**src/rtl/dtc_pkg.sv**
```systemverilog
// Shared types and constants for the DTC link front end.
package dtc_pkg;

  localparam int unsigned ADDR_W  = 8;
  localparam int unsigned DATA_W  = 32;
  localparam int unsigned HDR_W   = 1 + ADDR_W;          // rw + addr
  localparam int unsigned RSP_LEN = 1 + DATA_W + 1 + 1;  // start + data + parity + stop
  localparam int unsigned CNT_W   = $clog2(DATA_W);

  localparam logic START_BIT = 1'b0;
  localparam logic STOP_BIT  = 1'b1;

  typedef enum logic [2:0] {
    ST_IDLE    = 3'd0,
    ST_RX_HDR  = 3'd1,
    ST_RX_DATA = 3'd2,
    ST_RX_PAR  = 3'd3,
    ST_RX_STOP = 3'd4,
    ST_ISSUE   = 3'd5,
    ST_WAIT_RD = 3'd6,
    ST_TX      = 3'd7
  } dtc_state_e;

  // Fields of a received command frame.
  typedef struct packed {
    logic              rw;
    logic [ADDR_W-1:0] addr;
    logic [DATA_W-1:0] data;
  } dtc_cmd_t;

endpackage

```
**src/rtl/dtc_link_ser.sv**
```systemverilog
// Response serialiser: start bit, 32 data bits MSB first, even parity, stop bit.
// The start bit appears on o_dout in the cycle after i_load; o_done is high
// while the stop bit is being driven.
module dtc_link_ser
  import dtc_pkg::*;
(
  input  logic              i_clk,
  input  logic              i_rst_n,
  input  logic              i_load,
  input  logic [DATA_W-1:0] i_data,
  output logic              o_dout,
  output logic              o_done
);

  localparam int unsigned SER_CNT_W = $clog2(RSP_LEN);

  logic [DATA_W-1:0]    r_shift;
  logic                 r_par;
  logic [SER_CNT_W-1:0] r_cnt;
  logic                 r_active;
  logic                 r_dout;
  logic                 r_done;

  // Shift out one response bit per cycle; line idles high.
  always_ff @(posedge i_clk or negedge i_rst_n) begin
    if (!i_rst_n) begin
      r_shift  <= '0;
      r_par    <= 1'b0;
      r_cnt    <= '0;
      r_active <= 1'b0;
      r_dout   <= STOP_BIT;
      r_done   <= 1'b0;
    end else begin
      r_done <= 1'b0;
      if (i_load) begin
        r_shift  <= i_data;
        r_par    <= ^i_data;
        r_cnt    <= '0;
        r_active <= 1'b1;
        r_dout   <= START_BIT;
      end else if (r_active) begin
        r_cnt <= r_cnt + SER_CNT_W'(1);
        if (r_cnt < SER_CNT_W'(DATA_W)) begin
          r_dout  <= r_shift[DATA_W-1];
          r_shift <= {r_shift[DATA_W-2:0], 1'b0};
        end else if (r_cnt == SER_CNT_W'(DATA_W)) begin
          r_dout <= r_par;
        end else if (r_cnt == SER_CNT_W'(RSP_LEN - 2)) begin
          r_dout <= STOP_BIT;
          r_done <= 1'b1;
        end else begin
          r_dout   <= STOP_BIT;
          r_active <= 1'b0;
        end
      end
    end
  end

  assign o_dout = r_dout;
  assign o_done = r_done;

endmodule

```
**src/rtl/dtc_link_slave.sv**
```systemverilog
// Bit-serial DTC link slave: receives command frames on dtc_din, drives the
// dtc_cmd register bus, and returns read data serially on dtc_dout.
// Optional: define DTC_PARITY_CHECK_EN to drop frames with bad parity.
module dtc_link_slave
  import dtc_pkg::*;
#(
  parameter int unsigned       RD_TIMEOUT   = 16,
  parameter int unsigned       ERR_W        = 8,
  parameter logic [DATA_W-1:0] TIMEOUT_WORD = 32'hDEAD_BEEF
) (
  input  logic             dtc_clk,
  input  logic             rst,
  input  logic             dtc_din,
  output logic             dtc_dout,
  output logic [31:0]      address,
  output logic [31:0]      write_data,
  output logic             write,
  output logic             read,
  input  logic [31:0]      read_data,
  input  logic             data_vld,
  output logic             busy,
  output logic [ERR_W-1:0] err_cnt
);

  localparam int unsigned TO_W = $clog2(RD_TIMEOUT + 1);

  dtc_state_e        r_state;
  dtc_state_e        w_next;
  logic              r_din_q;
  logic [CNT_W-1:0]  r_bit_cnt;
  dtc_cmd_t          r_cmd;
  logic [TO_W-1:0]   r_to_cnt;
  logic [31:0]       r_address;
  logic [31:0]       r_write_data;
  logic              r_write;
  logic              r_read;
  logic              r_busy;
  logic [ERR_W-1:0]  r_err_cnt;

  logic              w_par_bad;
  logic              w_frame_err;
  logic              w_par_drop;
  logic              w_timeout;
  logic              w_err_inc;
  logic              w_ser_load;
  logic              w_ser_done;
  logic [DATA_W-1:0] w_ser_data;

  // State register.
  always_ff @(posedge dtc_clk or negedge rst) begin
    if (!rst) r_state <= ST_IDLE;
    else      r_state <= w_next;
  end

  // Next-state logic and per-cycle decisions.
  always_comb begin
    w_next      = r_state;
    w_frame_err = 1'b0;
    w_par_drop  = 1'b0;
    w_timeout   = 1'b0;
    w_ser_load  = 1'b0;
    w_ser_data  = read_data;
    case (r_state)
      ST_IDLE: begin
        // A start bit counts only after the line was seen high.
        if ((dtc_din == START_BIT) && (r_din_q == STOP_BIT)) w_next = ST_RX_HDR;
      end
      ST_RX_HDR: begin
        if (r_bit_cnt == CNT_W'(HDR_W - 1)) w_next = r_cmd.rw ? ST_RX_DATA : ST_RX_PAR;
      end
      ST_RX_DATA: begin
        if (r_bit_cnt == CNT_W'(DATA_W - 1)) w_next = ST_RX_PAR;
      end
      ST_RX_PAR: w_next = ST_RX_STOP;
      ST_RX_STOP: begin
        if (dtc_din != STOP_BIT) begin
          w_frame_err = 1'b1;
          w_next      = ST_IDLE;
        end else if (w_par_bad) begin
          w_par_drop = 1'b1;
          w_next     = ST_IDLE;
        end else begin
          w_next = ST_ISSUE;
        end
      end
      ST_ISSUE: w_next = r_cmd.rw ? ST_IDLE : ST_WAIT_RD;
      ST_WAIT_RD: begin
        // data_vld wins over a timeout in the same cycle.
        if (data_vld) begin
          w_ser_load = 1'b1;
          w_next     = ST_TX;
        end else if (r_to_cnt == TO_W'(RD_TIMEOUT)) begin
          w_timeout  = 1'b1;
          w_ser_load = 1'b1;
          w_ser_data = TIMEOUT_WORD;
          w_next     = ST_TX;
        end
      end
      ST_TX: begin
        if (w_ser_done) w_next = ST_IDLE;
      end
      default: w_next = ST_IDLE;
    endcase
  end

  assign w_err_inc = w_frame_err | w_par_drop | w_timeout;

  // Receive shifting, bit counter and read-timeout counter.
  always_ff @(posedge dtc_clk or negedge rst) begin
    if (!rst) begin
      r_din_q   <= STOP_BIT;
      r_bit_cnt <= '0;
      r_cmd     <= '0;
      r_to_cnt  <= '0;
    end else begin
      r_din_q   <= dtc_din;
      r_bit_cnt <= (w_next != r_state) ? '0 : r_bit_cnt + CNT_W'(1);
      if (r_state == ST_RX_HDR) begin
        if (r_bit_cnt == '0) r_cmd.rw <= dtc_din;
        else                 r_cmd.addr <= {r_cmd.addr[ADDR_W-2:0], dtc_din};
      end
      if (r_state == ST_RX_DATA) r_cmd.data <= {r_cmd.data[DATA_W-2:0], dtc_din};
      r_to_cnt <= (r_state == ST_WAIT_RD) ? r_to_cnt + TO_W'(1) : '0;
    end
  end

  // Bus strobes, held address/data, busy flag and saturating error count.
  always_ff @(posedge dtc_clk or negedge rst) begin
    if (!rst) begin
      r_address    <= '0;
      r_write_data <= '0;
      r_write      <= 1'b0;
      r_read       <= 1'b0;
      r_busy       <= 1'b0;
      r_err_cnt    <= '0;
    end else begin
      r_write <= 1'b0;
      r_read  <= 1'b0;
      if ((r_state == ST_RX_STOP) && (w_next == ST_ISSUE)) begin
        r_address <= 32'(r_cmd.addr);
        if (r_cmd.rw) r_write_data <= r_cmd.data;
        r_write <= r_cmd.rw;
        r_read  <= ~r_cmd.rw;
      end
      r_busy <= (w_next != ST_IDLE);
      if (w_err_inc && (r_err_cnt != '1)) r_err_cnt <= r_err_cnt + ERR_W'(1);
    end
  end

`ifdef DTC_PARITY_CHECK_EN
  logic r_par_acc;
  logic r_par_err;

  // Running parity over rw/addr/data, compared with the received parity bit.
  always_ff @(posedge dtc_clk or negedge rst) begin
    if (!rst) begin
      r_par_acc <= 1'b0;
      r_par_err <= 1'b0;
    end else begin
      if (r_state == ST_IDLE) r_par_acc <= 1'b0;
      else if ((r_state == ST_RX_HDR) || (r_state == ST_RX_DATA)) r_par_acc <= r_par_acc ^ dtc_din;
      if (r_state == ST_RX_PAR) r_par_err <= r_par_acc ^ dtc_din;
    end
  end

  assign w_par_bad = r_par_err;
`else
  assign w_par_bad = 1'b0;
`endif

  dtc_link_ser u_ser (
    .i_clk   (dtc_clk),
    .i_rst_n (rst),
    .i_load  (w_ser_load),
    .i_data  (w_ser_data),
    .o_dout  (dtc_dout),
    .o_done  (w_ser_done)
  );

  assign address    = r_address;
  assign write_data = r_write_data;
  assign write      = r_write;
  assign read       = r_read;
  assign busy       = r_busy;
  assign err_cnt    = r_err_cnt;

endmodule
```
**config.mk**
```make
export PLATFORM = sky130hd
export DESIGN_NAME = dtc_link_slave
export DESIGN_NICKNAME = d
export VERILOG_FILES = /design/src/rtl/dtc_pkg.sv /design/src/rtl/dtc_link_ser.sv /design/src/rtl/dtc_link_slave.sv
export SDC_FILE = /design/constraint.sdc
export NUM_CORES = 1
export LEC_CHECK = 0
export CAP_MARGIN = 20
export CORE_UTILIZATION = 26
export DETAILED_ROUTE_END_ITERATION = 16
export DONT_BUFFER_PORTS = 1
export MAX_ROUTING_LAYER = met4
export SETUP_SLACK_MARGIN = 0.02
export SYNTH_ARGS = -nofsm -noshare
export SYNTH_HDL_FRONTEND = slang
export SYNTH_SLANG_ARGS = --single-unit
```
**constraint.sdc**
```tcl
create_clock -name dtc_clk -period 2.5 [get_ports dtc_clk]
set_input_delay 0.125 -clock dtc_clk [delete_from_list [all_inputs] [get_ports dtc_clk]]
set_output_delay 0.125 -clock dtc_clk [all_outputs]
set_load 0.005 [all_outputs]
```
# [Word level (Yosys, flattened, before mapping)]
# Cells that the tools add are included.
[word_totals] out_inout_bits=76 elab_cells=98 inputBits=36 register_bits=148
[op_classes] eq_ne=15 reduce_logical=13 bitwise=4 n_mux=42 order_cmp=1 n_addsub=4
[op_table] cell="32-bit two-way mux" count=6
[op_table] cell="32-bit XOR reduction" count=1
[op_table] cell="3-bit two-way mux" count=8
[op_table] cell="3-bit one-hot mux with 8 select lines" count=1
[op_table] cell="1-bit two-way mux" count=23
[op_table] cell="3-bit == test (second input constant)" count=5
[op_table] cell="6-bit == test (second input constant)" count=2
[op_table] cell="6-bit two-way mux" count=2
[op_table] cell="5-bit by 1-bit adder with 5-bit output (second input constant)" count=2
[op_table] cell="5-bit == test (second input constant)" count=2
[op_table] cell="5-bit two-way mux" count=2
[op_table] cell="8-bit by 1-bit adder with 8-bit output (second input constant)" count=1
[op_table] cell="8-bit inequality test (second input constant)" count=1
[op_table] cell="2-bit AND reduction" count=4
[op_table] cell="6-bit by 1-bit adder with 6-bit output (second input constant)" count=1
[op_table] cell="3-bit by 2-bit == test with 1-bit output (second input constant)" count=2
[op_table] cell="6-bit less-than comparator (second input constant)" count=1
[op_table] cell="5-bit by 4-bit == test with 1-bit output (second input constant)" count=1
[op_table] cell="5-bit logical NOT" count=1
[op_table] cell="2-bit nonzero test" count=2
[op_table] cell="3-bit by 1-bit == test with 1-bit output (second input constant)" count=1
[op_table] cell="1-bit logical AND" count=3
[op_table] cell="3-bit logical NOT" count=1
[op_table] cell="3-bit inequality test" count=1
[op_table] cell="3 further kinds" count=5

# [Logic depth before layout (Yosys ltp)]
[depth] ltp_word=7 mapped_depth=8 depth_no_buf=8

# [Cells and area by module]
# A second synthesis with hierarchy kept.
[unflattened] cells_unflattened=571 hier_area_um2=6909.1
[modules_own_cells] module="dtc_link_slave" instances=1 cells_per_inst=356 area_each_um2=4717.0 seq_area_each_um2=2653.8
[modules_own_cells] module="dtc_link_ser" instances=1 cells_per_inst=215 area_each_um2=2192.1 seq_area_each_um2=1052.3

# [Worst setup path after synthesis]
# OpenSTA, ideal clock, no wires.
[synth_path] kind="register to register" startpoint="register r_bit_cnt[0]" endpoint="register r_busy (netlist: busy)" setup_time_ps=131 path_slack_ps=635 synth_period_minus_slack_ps=1865 path_stages_with_launch=9 arrival_ps=1734 n_path_buf=0 required_ps=2369 path_cell_list="dfrtp_1 > ha_1 > and3_1 > ha_1 > nand3b_1 > a21oi_1 > nor4_4 > inv_2 > or3_1"
[synth_via] elab_chain_cells=4 word_cells_on_any_way=6 classes_between="2 x eq/ne; 3 x mux; 1 x reduce/logical"
[synth_lines] item="start, declared" line="dtc_link_slave.sv:30" text="logic [CNT_W-1:0] r_bit_cnt;"
[synth_lines] item="start signal, assigned" line="dtc_link_slave.sv:117" text="r_bit_cnt <= (w_next != r_state) ? '0 : r_bit_cnt + CNT_W'(1);"
[synth_lines] item="5-bit == test or 5-bit by 4-bit == test with 1-bit output (tied branches)" line="dtc_link_slave.sv:72, dtc_link_slave.sv:69"
[synth_lines] item="3-bit two-way mux (on tied branches)" line="dtc_link_slave.sv:72, dtc_link_slave.sv:69"
[synth_lines] item="3-bit one-hot mux with 8 select lines (*)" line="dtc_link_slave.sv:63" text="case (r_state)"
[synth_lines] item="named net w_next[0]" line="dtc_link_slave.sv:28" text="dtc_state_e w_next;"
[synth_lines] item="3-bit nonzero test (*)" line="dtc_link_slave.sv:145" text="r_busy <= (w_next != ST_IDLE);"
[synth_lines] item="end signal, assigned" line="dtc_link_slave.sv:145"
[synth_lines] item="end, declared" line="dtc_link_slave.sv:37" text="logic r_busy;"
# Mark *: on every way through the listed nets, which the timed path passes. The rest lies on a longest branch.
# A chain may end at the register's enable or synchronous reset.

# [Final worst setup path]
[layout_path] startpoint="register r_to_cnt[0]" endpoint="register u_ser.r_shift[0]"
[layout_via] elab_chain_cells=6 word_cells_on_any_way=11 classes_between="1 x eq/ne; 7 x mux; 3 x reduce/logical"
[layout_lines] item="start, declared" line="dtc_link_slave.sv:32" text="logic [TO_W-1:0] r_to_cnt;"
[layout_lines] item="start signal, assigned" line="dtc_link_slave.sv:123" text="r_to_cnt <= (r_state == ST_WAIT_RD) ? r_to_cnt + TO_W'(1) : '0;"
[layout_lines] item="5-bit == test (*)" line="dtc_link_slave.sv:92" text="end else if (r_to_cnt == TO_W'(RD_TIMEOUT)) begin"
[layout_lines] item="1-bit two-way mux" line="dtc_link_slave.sv:92"
[layout_lines] item="1-bit two-way mux" line="dtc_link_slave.sv:89" text="if (data_vld) begin"
[layout_lines] item="1-bit two-way mux" line="dtc_link_slave.sv:63"
[layout_lines] item="2-bit nonzero test (no line)"
[layout_lines] item="2-bit AND reduction (no line)"
[layout_lines] item="end signal, assigned" line="dtc_link_ser.sv:36" text="r_shift <= i_data;"
[layout_lines] item="end signal, assigned" line="dtc_link_ser.sv:45" text="r_shift <= {r_shift[DATA_W-2:0], 1'b0};"
[layout_lines] item="end, declared" line="dtc_link_ser.sv:17" text="logic [DATA_W-1:0] r_shift;"
# Mark *: on every way between the ends. The rest lies on a longest branch, timed or not.

==> flow_summary.ini <==
[placement]
place_area_um2 = 6880
gp_congestion = 0.723
place_ws_ps = 354
port_buffers = 0
dp.cells = 849
place_hpwl_mm = 8.09

[clock_tree]
cts_tree = built
cts-resized-gates = 0
cts-buffers-inserted = 17
root_buffer = clkbuf_16
insertion_delay_ps = 420
h-tree-depth = 4
clk_pin_slew_ps = 60
hold_buffers = 34
cts_setup_buffers = 0
cts.sinks = 148
cts_max_path_buffers = 2

[logic_synthesis]
synth_seq_area_share_pct = 56.5
synthesis.area_um2 = 6560
netlist_instances = 537
synth_top_area_share_pct = 55.7
synth.area.top_cells = dfrtp_1 (56%), mux2_2 (13%), xnor2_1 (4.8%)
ys.flop_type = dfrtp_1
ys_types = 51
synth.ff_latch_count = 148
synthArstFlopShare_pct = 100
synth-edff-count = 0
yosys.area.top_type = dfrtp_1
yosysWarnings = 0
synth_area_per_cell_um2 = 12.2

[floorplanning]
die_area_um2 = 25900
die_x_um = 161
core_area_um2 = 24500
ioPinCount = 112
initial_utilization_pct = 26.7
dieHeight_um = 161
row_count = 57

[drt]
drt_first_pass_iters = 4
drc = 0
drtIter0Drc = 293
vias = 3993
viasPerCell = 4.36
wl_per_cell_um = 13.8
routed_wl_mm = 12.6
postRouteAntennaNets = 0

[worst_setup_path]
path_class = reg2reg
slowest_delay_ps = 570
cp.required_ps = 2850
worstPathMaxFanout = 33
critPathLaunchType = register
worstPathArrival_ps = 2630
slowest_stage = dlygate4sd3_1
cp_top_family = buffers and inverters
end_kind = register
critPathBufInv = 3
timing.critical_path.cells = inv_1, ha_1, nand4bb_1, a21oi_4, buf_4, o21ai_0, dlygate4sd3_1, nand2_1
reg2reg_slack_ps = 220

[status]
outcome = complete, but fails checks
violations = negative hold slack

[sta]
finalSetupViolations = 0
finalHoldViolations = 148
finalCritPeriodShare_pct = 91.2
finalWorstSetupSlack_ps = 219
fin_crit_ps = 2280
fmax_mhz = 438
skew_ps = 12.5
hold_slack_ps = -600
slew_headroom_pct = 49.3
rsz0062_at_grt = no
worst_pin_slew_ps = 759
tns_ps = 0
drv_slew = 0

[pwr]
power.share.sequential_pct = 43.0
netSwitchingFraction_pct = 32.8
pwr-share-comb_pct = 26.5
p_clk_share_pct = 30.5
p_leak_nw = 3.52
peakVddDrop_uv = 581
power.switching_mw = 2.80
power_density_nw_per_um2 = 1090
p_int_mw = 5.74

[grt]
grt_pass1_wl_mm = 21.6
track_usage_pct = 10.9
grt_pass1_vias = 4124
grt.overflow.total = 0
antenna_found_initial = 0
grt_max_degree = 149

[cells_and_area]
nNetsFinal = 623
num_antenna_cells = 0
multi_input_area_um2 = 2620
mostFrequentLayoutCells = dfrtp_1 (146), mux2_2 (75), nand2_1 (47)
drive_gt1_share_pct = 22.2
area_delta_synth_final_pct = 19.3
finalNonFillerCells = 915
fillers = 2484
design_area_um2 = 7830
seq_area_um2 = 3710
final_common_cell = dfrtp_1

[run]
cap_violations = 0

[worst_hold_path]
hold_class = in2async
## path summary, 6_finish.rpt
check	startpoint	to	cells past startpoint
setup / recovery	r_to_cnt[0]	u_ser.r_shift[0]	8
hold / removal	rst	write	0
setup reg to reg	r_to_cnt[0]	u_ser.r_shift[0]	8
hold reg to reg	u_ser.r_par	u_ser.r_par	2
max in group asynchronous	rst	u_ser.o_dout	0
min in group dtc_clk	dtc_din	r_state[0]	4
## worst register-to-register path, stage by stage (launching register included)
cell	delay (ps)
dfrtp_1	410
inv_1	70
ha_1	130
nand4bb_1	210
a21oi_4	240
buf_4	390
o21ai_0	140
dlygate4sd3_1	570
nand2_1	70
## stage by stage
stage	utilization, %	hold WS [ps]	power [mW]
floorplan	-	-171	5.43
global placement	28.0	-167	5.91
detailed placement	28.0	-168	5.97
CTS	31.9	-624	8.67
global route	31.9	-630	9.18
finish	31.9	-600	8.54
## per-layer routing
metal	part of all wire [%]	global-route usage, %	vias up	wire, um
li1	-	-	1913	-
met1	47	13.8	1960	5890
met2	46	15.9	113	5730
met3	6.8	4.03	7	857
met4	0.81	3.47	0	102
met5	0	-	-	0
## state kept, by name, summed over array words and instances (netlist names)
signal	count
r_cmd	41
u_ser.r_shift	32
write_data	32
address	8
err_cnt	8
u_ser.r_cnt	6
r_bit_cnt	5
r_to_cnt	5
r_state	3
busy	1
r_din_q	1
read	1
u_ser.o_done	1
u_ser.o_dout	1
u_ser.r_active	1
u_ser.r_par	1
write	1
## power groups by stage
stage | combinational, mW | sequential (mW) | clock (mW)
after global placement | 2.19 | 3.72 | 0
after detailed placement | 2.25 | 3.73 | 0
after CTS | 2.29 | 3.69 | 2.69
after floorplan | 1.93 | 3.50 | 0
after global routing | 2.58 | 3.79 | 2.80
final | 2.26 | 3.67 | 2.60
## kinds of logic (layout without fill, tap and decap cells)
group	after synthesis	after routing	synth area share, %
simple gates	107	107	8.43
flops	148	148	56.5
mux	82	82	14.1
buf+inv	59	90	5.07
other cells	1	24	0.0572
fa+ha+maj	9	9	1.72
compound gates	84	84	7.88
xor+xnor	47	47	6.28
## synth_stat cells (all sizes together) (8+ instances only)
cell type  count
o21ai         38
mux2          81
inv           13
xor2          11
ha             9
dfrtp        146
xnor2         36
a22oi          8
buf           37
clkbuf         9
o22ai         23
nor2          19
a21oi          9
nand2         48
## final cells by class
type                       instances  share of cell area, %
inverter                          13                  0.624
sequential                       148                   47.4
tap                              324                   5.18
timing repair buffer              45                   5.56
clock inverter                    15                   2.33
clock buffer                      17                   5.44
multi-input combinational        353                   33.5
Note: power is estimated with default switching activity, not from simulation.
